<file path="src/rtl/mem_arbiter.sv">
`default_nettype none
// mem_arbiter: shares one memory port between fetch (I) and data (D) requesters, one request outstanding.
// Optional MEMARB_RR_EN selects round-robin priority; otherwise data always wins over fetch.
module mem_arbiter #(
  parameter bit INIT_DATA_FIRST = 1'b1
) (
  input  logic        clk,
  input  logic        reset,
  // fetch request / response
  input  logic        i_ireq_valid,
  output logic        o_ireq_ready,
  input  logic [31:0] i_ireq_addr,
  input  logic        i_ireq_wen,
  input  logic [31:0] i_ireq_wdata,
  output logic        o_iresp_valid,
  output logic [31:0] o_iresp_rdata,
  // data-stage request / response
  input  logic        i_dreq_valid,
  output logic        o_dreq_ready,
  input  logic [31:0] i_dreq_addr,
  input  logic        i_dreq_wen,
  input  logic [31:0] i_dreq_wdata,
  output logic        o_dresp_valid,
  output logic [31:0] o_dresp_rdata,
  // downstream memory port
  output logic        o_memreq_valid,
  input  logic        i_memreq_ready,
  output logic [31:0] o_memreq_addr,
  output logic        o_memreq_wen,
  output logic [31:0] o_memreq_wdata,
  input  logic        i_memresp_valid,
  input  logic [31:0] i_memresp_rdata
);

  typedef enum logic [1:0] {
    ST_IDLE   = 2'd0,
    ST_WAIT_I = 2'd1,
    ST_WAIT_D = 2'd2
  } state_t;

  state_t r_state;

  logic w_issue_ok;
  logic w_prio_d;
  logic w_sel_d;
  logic w_sel_i;
  logic w_accept;

`ifdef MEMARB_RR_EN
  logic r_prio_d;
  assign w_prio_d = r_prio_d;
`else
  logic w_unused_init;
  assign w_unused_init = INIT_DATA_FIRST;
  assign w_prio_d      = 1'b1;
`endif

  // A response in the same cycle frees the port, allowing back-to-back issue.
  assign w_issue_ok = (r_state == ST_IDLE) | i_memresp_valid;
  assign w_sel_d    = w_issue_ok & i_dreq_valid & (w_prio_d | ~i_ireq_valid);
  assign w_sel_i    = w_issue_ok & ~w_sel_d & i_ireq_valid;
  assign w_accept   = (w_sel_d | w_sel_i) & i_memreq_ready;

  always_comb begin
    o_memreq_valid = 1'b0;
    o_memreq_addr  = 32'd0;
    o_memreq_wen   = 1'b0;
    o_memreq_wdata = 32'd0;
    o_ireq_ready   = 1'b0;
    o_dreq_ready   = 1'b0;
    if (!reset) begin
      if (w_sel_d) begin
        o_memreq_valid = 1'b1;
        o_memreq_addr  = i_dreq_addr;
        o_memreq_wen   = i_dreq_wen;
        o_memreq_wdata = i_dreq_wdata;
        o_dreq_ready   = i_memreq_ready;
      end else if (w_sel_i) begin
        o_memreq_valid = 1'b1;
        o_memreq_addr  = i_ireq_addr;
        o_memreq_wen   = i_ireq_wen;
        o_memreq_wdata = i_ireq_wdata;
        o_ireq_ready   = i_memreq_ready;
      end
    end
  end

  // A response seen in IDLE matches neither WAIT state and is silently dropped.
  always_comb begin
    o_iresp_valid = 1'b0;
    o_dresp_valid = 1'b0;
    o_iresp_rdata = 32'd0;
    o_dresp_rdata = 32'd0;
    if (!reset) begin
      o_iresp_valid = i_memresp_valid & (r_state == ST_WAIT_I);
      o_dresp_valid = i_memresp_valid & (r_state == ST_WAIT_D);
      o_iresp_rdata = i_memresp_rdata;
      o_dresp_rdata = i_memresp_rdata;
    end
  end

  always_ff @(posedge clk) begin
    if (reset) begin
      r_state  <= ST_IDLE;
`ifdef MEMARB_RR_EN
      r_prio_d <= INIT_DATA_FIRST;
`endif
    end else begin
      if (w_accept) begin
        r_state <= w_sel_d ? ST_WAIT_D : ST_WAIT_I;
      end else if (i_memresp_valid) begin
        r_state <= ST_IDLE;
      end
`ifdef MEMARB_RR_EN
      // Priority passes to whichever side was not just granted.
      if (w_accept) begin
        r_prio_d <= ~w_sel_d;
      end
`endif
    end
  end

endmodule
`default_nettype wire
</file>
<file path="config.mk">
export PLATFORM = sky130hd
export DESIGN_NAME = mem_arbiter
export DESIGN_NICKNAME = d
export VERILOG_FILES = /design/src/rtl/mem_arbiter.sv
export SDC_FILE = /design/constraint.sdc
export NUM_CORES = 1
export LEC_CHECK = 0
export CORE_AREA = 2 2 118 120
export CTS_BUF_LIST = sky130_fd_sc_hd__clkbuf_8
export CTS_CLUSTER_DIAMETER = 50
export DETAILED_ROUTE_END_ITERATION = 12
export DIE_AREA = 0 0 120 122
export GPL_TIMING_DRIVEN = 0
export PLACE_DENSITY = 0.6
export SLEW_MARGIN = 25
export SYNTH_ARGS = -nofsm -noshare
export SYNTH_HDL_FRONTEND = slang
export SYNTH_SLANG_ARGS = --single-unit
</file>
<file path="constraint.sdc">
create_clock -name clk -period 1.16 [get_ports clk]
set_input_delay 0.29 -clock clk [delete_from_list [all_inputs] [get_ports clk]]
set_output_delay 0.29 -clock clk [all_outputs]
set_load 0.02 [all_outputs]
</file>
==> impl_metrics.ini, run 1 <==
[yosys]
async_flop_share_pct = 0
synthTopCellsByCount = nor2_1, a22oi_1, buf_4
synth_cells = 238
synth_seq_cells = 2
yosys.area.top_type = a22oi_1
yosysSeqAreaShare_pct = 2.59
syn_nets = 406
synth_ff_type = dfxtp_1
synth.distinct_cells = 16
syn_area_per_cell_sq_um = 6.50
yosysMostFrequentCell = nor2_1
ys_warn_count = 0
synthTopCellsByArea = a22oi_1, nor2_1, buf_4, nor2b_1, a22oi_2
synth_top_area_share_pct = 26.7
synth_edf_count = 0
syn_area_sq_mm = 0.00155

[power_and_ir_drop]
internal_power_mw = 1.99
ir_drop_uv = 185
power.share.clock_pct = 8.5
p_comb_share_pct = 89.1
seq_power_share_pct = 2.4
switchingPower_mw = 1.23
leakage_nw = 2.89
switching_share_pct = 38.2
pwr_density_cell_mw_per_mm2 = 477

[placement]
dp_cells = 718
dpl.hpwl_um = 9240
place_ws_ps = -1670
place_area_sq_mm = 0.00548
gp_congestion = 0.760
portBuffers = 300

[detailed_routing]
avgViaCountPerCell = 4.05
ant_nets = 0
drc_errors = 0
totalWireLength_um = 12000
wl_per_cell_um = 15.4
firstDrtPassIters = 4
vias = 3171
first_iter_violations = 52

[floorplanning]
initial_core_util_pct = 11.5
chipHeight_um = 122
fp.dieW_um = 120
die-area_sq_mm = 0.0146
io-pin-count = 302
num_rows = 43
coreArea_sq_mm = 0.0135

[global_route]
grt.overflow.total = 0
antenna_found_initial = 0
grt_pass1_wl_um = 17700
grt_use_total_pct = 15.2
grt_pass1_vias = 3280
grt_max_degree = 11

[worst_setup_path]
path_class = flip-flop to output port
worstPathRequired_ps = 870
start_kind = flip-flop
cp.arrival_ps = 1340
reg2reg_slack_ps = 310
path_max_fanout = 5
end_kind = output port

[final_layout]
fin_util_pct = 49.9
antennaDiodeCount = 0
drive_gt1_share_pct = 65.4
max_flop_register = r_state
nets = 772
area_growth_syn_to_layout_pct = 335
largest_reg_flops = 2
reg_top3 = r_state (2)
fin_area_sq_mm = 0.00674
layout.cells.non_filler = 782

[sta]
hold_violations = 0
fmax_mhz = 614
worst_pin_slew_ps = 403
worst_slack_ps = -470
relSlewSlack_pct = 73.1
setup_viol = 122
fin_crit_ps = 1630
fin_skew_ps = 1.08
post-route-period-util_pct = 141
rsz0062_at_grt = yes
slew_violations = 0
holdWs_ps = 462

[run_status]
status = complete, but fails checks
violations = setup timing

[clock_network]
cts-htree-levels = 1
insertion_delay_ps = 210
cts_tree = done
cts_buffer_depth = 2
postCtsHoldBufs = 0
cts.sinks = 2
cts_root_buf = clkbuf_8
numCtsBuffers = 3
clk_pin_slew_ps = 30

[run]
max-cap-violations = 0

[min_path]
hold_class = input port to flip-flop
-- path summary, 6_finish.rpt --
kind / startpoint / to / cells past startpoint
worst min register to register: r_state[0]$_SDFFE_PP0P_ / r_state[0]$_SDFFE_PP0P_ / 3
worst max register to register: r_state[0]$_SDFFE_PP0P_ / r_state[1]$_SDFFE_PP0P_ / 4
worst max-delay path: r_state[1]$_SDFFE_PP0P_ / o_memreq_wdata[2] / 7
worst min-delay path: i_memresp_valid / r_state[0]$_SDFFE_PP0P_ / 3
-- routing by layer --
metal | vias to the layer above | share of wire (%) | global-route usage [%]
li1 | 1535 | - | -
met1 | 1445 | 34 | 15.7
met2 | 177 | 56 | 31.0
met3 | 14 | 8.2 | 3.56
met4 | 0 | 1.9 | 2.79
met5 | - | 0 | 0
-- timing repair --
item                                   CTS  global route
pin swaps                               13            11
setup buffers                           50            21
gates resized for setup                903            83
setup endpoints to repair              136           130
endpoints found under the hold margin    0             0
cloned                                   8             2
-- cell usage in the layout (no fill, tap or decap), drive strengths merged --
master         instances
a21oi                  2
a22oi                 65
buf                  248
clkbuf                10
clkdlybuf4s15         18
clkdlybuf4s50        130
dfxtp                  2
dlygate4sd2           15
nand2                  2
nand2b                 2
nand3                  2
nor2                  70
nor2b                 33
nor4bb                 2
o21bai                 1
-- worst max-delay path, stage by stage, from the launching register on --
cell	delay (ps)
dfxtp_2	320
nor2_4	110
o21bai_4	90
buf_6	140
buf_12	140
buf_12	130
nor2_4	70
buf_6	120
-- cells by family (layout without fill, tap and decap cells) --
family | Yosys count | count (layout) | share of synthesized area, %
buf+inv | 57 | 421 | 26.8
flops | 2 | 2 | 2.59
simple gates | 111 | 111 | 34.0
compound gates | 68 | 68 | 36.6
-- power groups by stage --
stage               registers, mW  logic (mW)  clock network [mW]
floorplan                  0.0762        1.13                   0
global placement           0.0766        2.31                   0
detailed placement         0.0768        2.33                   0
CTS                        0.0767        2.76               0.280
global route               0.0772        3.01               0.293
finish                     0.0767        2.86               0.274
-- layout make-up --
type | count | area [sq um]
Sequential cell | 2 | 42.5
Tap cell | 180 | 225
Buffer | 40 | 541
Timing Repair Buffer | 378 | 4050
Clock buffer | 3 | 41.3
Multi-Input combinational cell | 179 | 1840
Fill cell | 1244 | 6770
-- per-stage QoR --
step	TNS [ps]	power, mW
2_1_floorplan	-9670	1.21
4_1_cts	-38750	3.11
5_1_grt	-45600	3.38
6_report	-39190	3.22
3_5_place_dp	-188480	2.41
3_3_place_gp	-185560	2.38
Power figures use the tool's default switching activity.
==> run 2, diff against run 1 <==
--- a/config.mk
+++ b/config.mk
@@ -7,7 +7,6 @@
 export LEC_CHECK = 0
 export CORE_AREA = 2 2 118 120
 export CTS_BUF_LIST = sky130_fd_sc_hd__clkbuf_8
-export CTS_CLUSTER_DIAMETER = 50
 export DETAILED_ROUTE_END_ITERATION = 12
 export DIE_AREA = 0 0 120 122
 export GPL_TIMING_DRIVEN = 0
==> results of run 2 <==
Same layout as run 1: the final DEF is identical, and so are final timing and power.
==> run 3, diff against run 2 <==
--- a/config.mk
+++ b/config.mk
@@ -6,12 +6,12 @@
 export NUM_CORES = 1
 export LEC_CHECK = 0
 export CORE_AREA = 2 2 118 120
-export CTS_BUF_LIST = sky130_fd_sc_hd__clkbuf_8
+export CTS_BUF_LIST = sky130_fd_sc_hd__clkbuf_16
 export DETAILED_ROUTE_END_ITERATION = 12
 export DIE_AREA = 0 0 120 122
 export GPL_TIMING_DRIVEN = 0
 export PLACE_DENSITY = 0.6
-export SLEW_MARGIN = 25
+export SLEW_MARGIN = 20
 export SYNTH_ARGS = -nofsm -noshare
 export SYNTH_HDL_FRONTEND = slang
 export SYNTH_SLANG_ARGS = --single-unit
==> run 3 against run 2 <==
- setup slack worse by 36 ps
- sequential power about the same
- core utilization is 0.093 points lower
- die area unchanged
- the flow still finishes with violations (setup timing)
- cell area decreased by 0.19%
- largest power group unchanged
- cell count down 1.9%
- via count is 0.41% lower
==> impl_metrics.ini, run 3 (synthesis results as in run 1) <==
[worst_setup_path]
end_kind = output port
cp.arrival_ps = 1380
r2r-start = r_state[0]$_SDFFE_PP0P_
worstPathRequired_ps = 870
start_kind = flip-flop
path_class = flip-flop to output port
path_max_fanout = 10
crit_start = r_state[0]$_SDFFE_PP0P_

[detailed_routing]
drc_errors = 0
firstDrtPassIters = 4
first_iter_violations = 47
vias = 3158
wl_per_cell_um = 15.9
ant_nets = 0
totalWireLength_um = 12200
avgViaCountPerCell = 4.12

[clock_network]
cts_tree = done
cts.sinks = 2
cts_root_buf = clkbuf_16
cts-htree-levels = 1
cts_buffer_depth = 2
insertion_delay_ps = 220
clk_pin_slew_ps = 30
numCtsBuffers = 3

[sta]
slew_violations = 0
fmax_mhz = 600
post-route-period-util_pct = 144
relSlewSlack_pct = 73.6
hold_violations = 0
rsz0062_at_grt = yes
worst_slack_ps = -506
worst_pin_slew_ps = 396
fin_crit_ps = 1670
fin_setup_tns_ps = -40700
fin_skew_ps = 2.68
setup_viol = 118

[final_layout]
drive_gt1_share_pct = 65.6
seqCellArea_sq_um = 42.5
n_fill_cell = 1244
reg_top3 = r_state (2)
area_growth_syn_to_layout_pct = 334
multiInputGateArea_sq_mm = 0.00188
largest_reg_flops = 2
antennaDiodeCount = 0
fin_util_pct = 49.8
final_common_cell = buf_6
nets = 757
layout.cells.non_filler = 767
max_flop_register = r_state
final_cell_mix = buf_6, clkdlybuf4s50_1, nor2_4, a22oi_2, nor2b_4

[power_and_ir_drop]
leakage_nw = 2.85
ir_drop_uv = 312
pwr_density_cell_mw_per_mm2 = 516
power.total_mw = 3.47

[run]
max-cap-violations = 0

[run_status]
violations = setup timing
status = complete, but fails checks

[global_route]
grt_use_total_pct = 15.1
antenna_found_initial = 0
grt.overflow.total = 0
grt_pass1_vias = 3270
grt_max_degree = 11
grt_pass1_wl_um = 17600

[floorplanning]
fp.dieW_um = 120
chipHeight_um = 122
num_rows = 43
coreArea_sq_mm = 0.0135
initial_core_util_pct = 11.5
die-area_sq_mm = 0.0146
io-pin-count = 302

[placement]
place_ws_ps = -1670
portBuffers = 300
gp_congestion = 0.760
dp_cells = 718
dpl.hpwl_um = 9240

[min_path]
hold_path.startpoint = i_memresp_valid
hold_class = input port to flip-flop
## run 3: power by group
part           total [mW]  switching, mW  internal [mW]
clock               0.522         0.0828          0.439
sequential         0.0769        0.00350         0.0734
combinational        2.87           1.18           1.69
total                3.47           1.27           2.20
## run 3: layout make-up
class / instances / share of cell area [%]
sequential: 2 / 0.633
buffer: 38 / 8.21
clock buffer: 3 / 1.12
multi-input combinational: 179 / 27.9
timing repair buffer: 365 / 58.8
tap: 180 / 3.35
## run 3: worst max-delay path, cell delays in order (launching register included)
cell,delay (ps)
dfxtp_2,320
nor2_4,120
o21bai_4,100
buf_12,170
buf_12,150
nor2_2,150
buf_6,140
## run 3: repair_timing
item,4_1_cts,5_1_grt
buffers inserted,46,15
hold buffers,0,0
resized for setup,900,94
setup endpoints to repair,136,131
gates cloned,8,3
pin swaps,18,29
## run 3: per-stage QoR
step | hold WS [ps] | area, sq um
3_3_place_gp | 527 | 5480
6_report | 465 | 6720
4_1_cts | 579 | 6420
2_1_floorplan | 442 | 2250
3_5_place_dp | 534 | 5480
5_1_grt | 486 | 6720
## run 3: worst paths after layout
kind         cells after the start                       to  slack (ps)
max                              6        o_memreq_addr[16]        -510
min                              3  r_state[0]$_SDFFE_PP0P_         460
max reg2reg                      4  r_state[1]$_SDFFE_PP0P_         310
min reg2reg                      3  r_state[1]$_SDFFE_PP0P_         640
## run 3: layer usage
layer  track usage [%]  part of all wire (%)  vias to the layer above
li1                  -                     -                     1507
met1              15.7                    33                     1452
met2              30.4                    57                      179
met3              3.46                   8.0                       20
met4              3.68                   2.2                        0
met5                 0                     0                        -
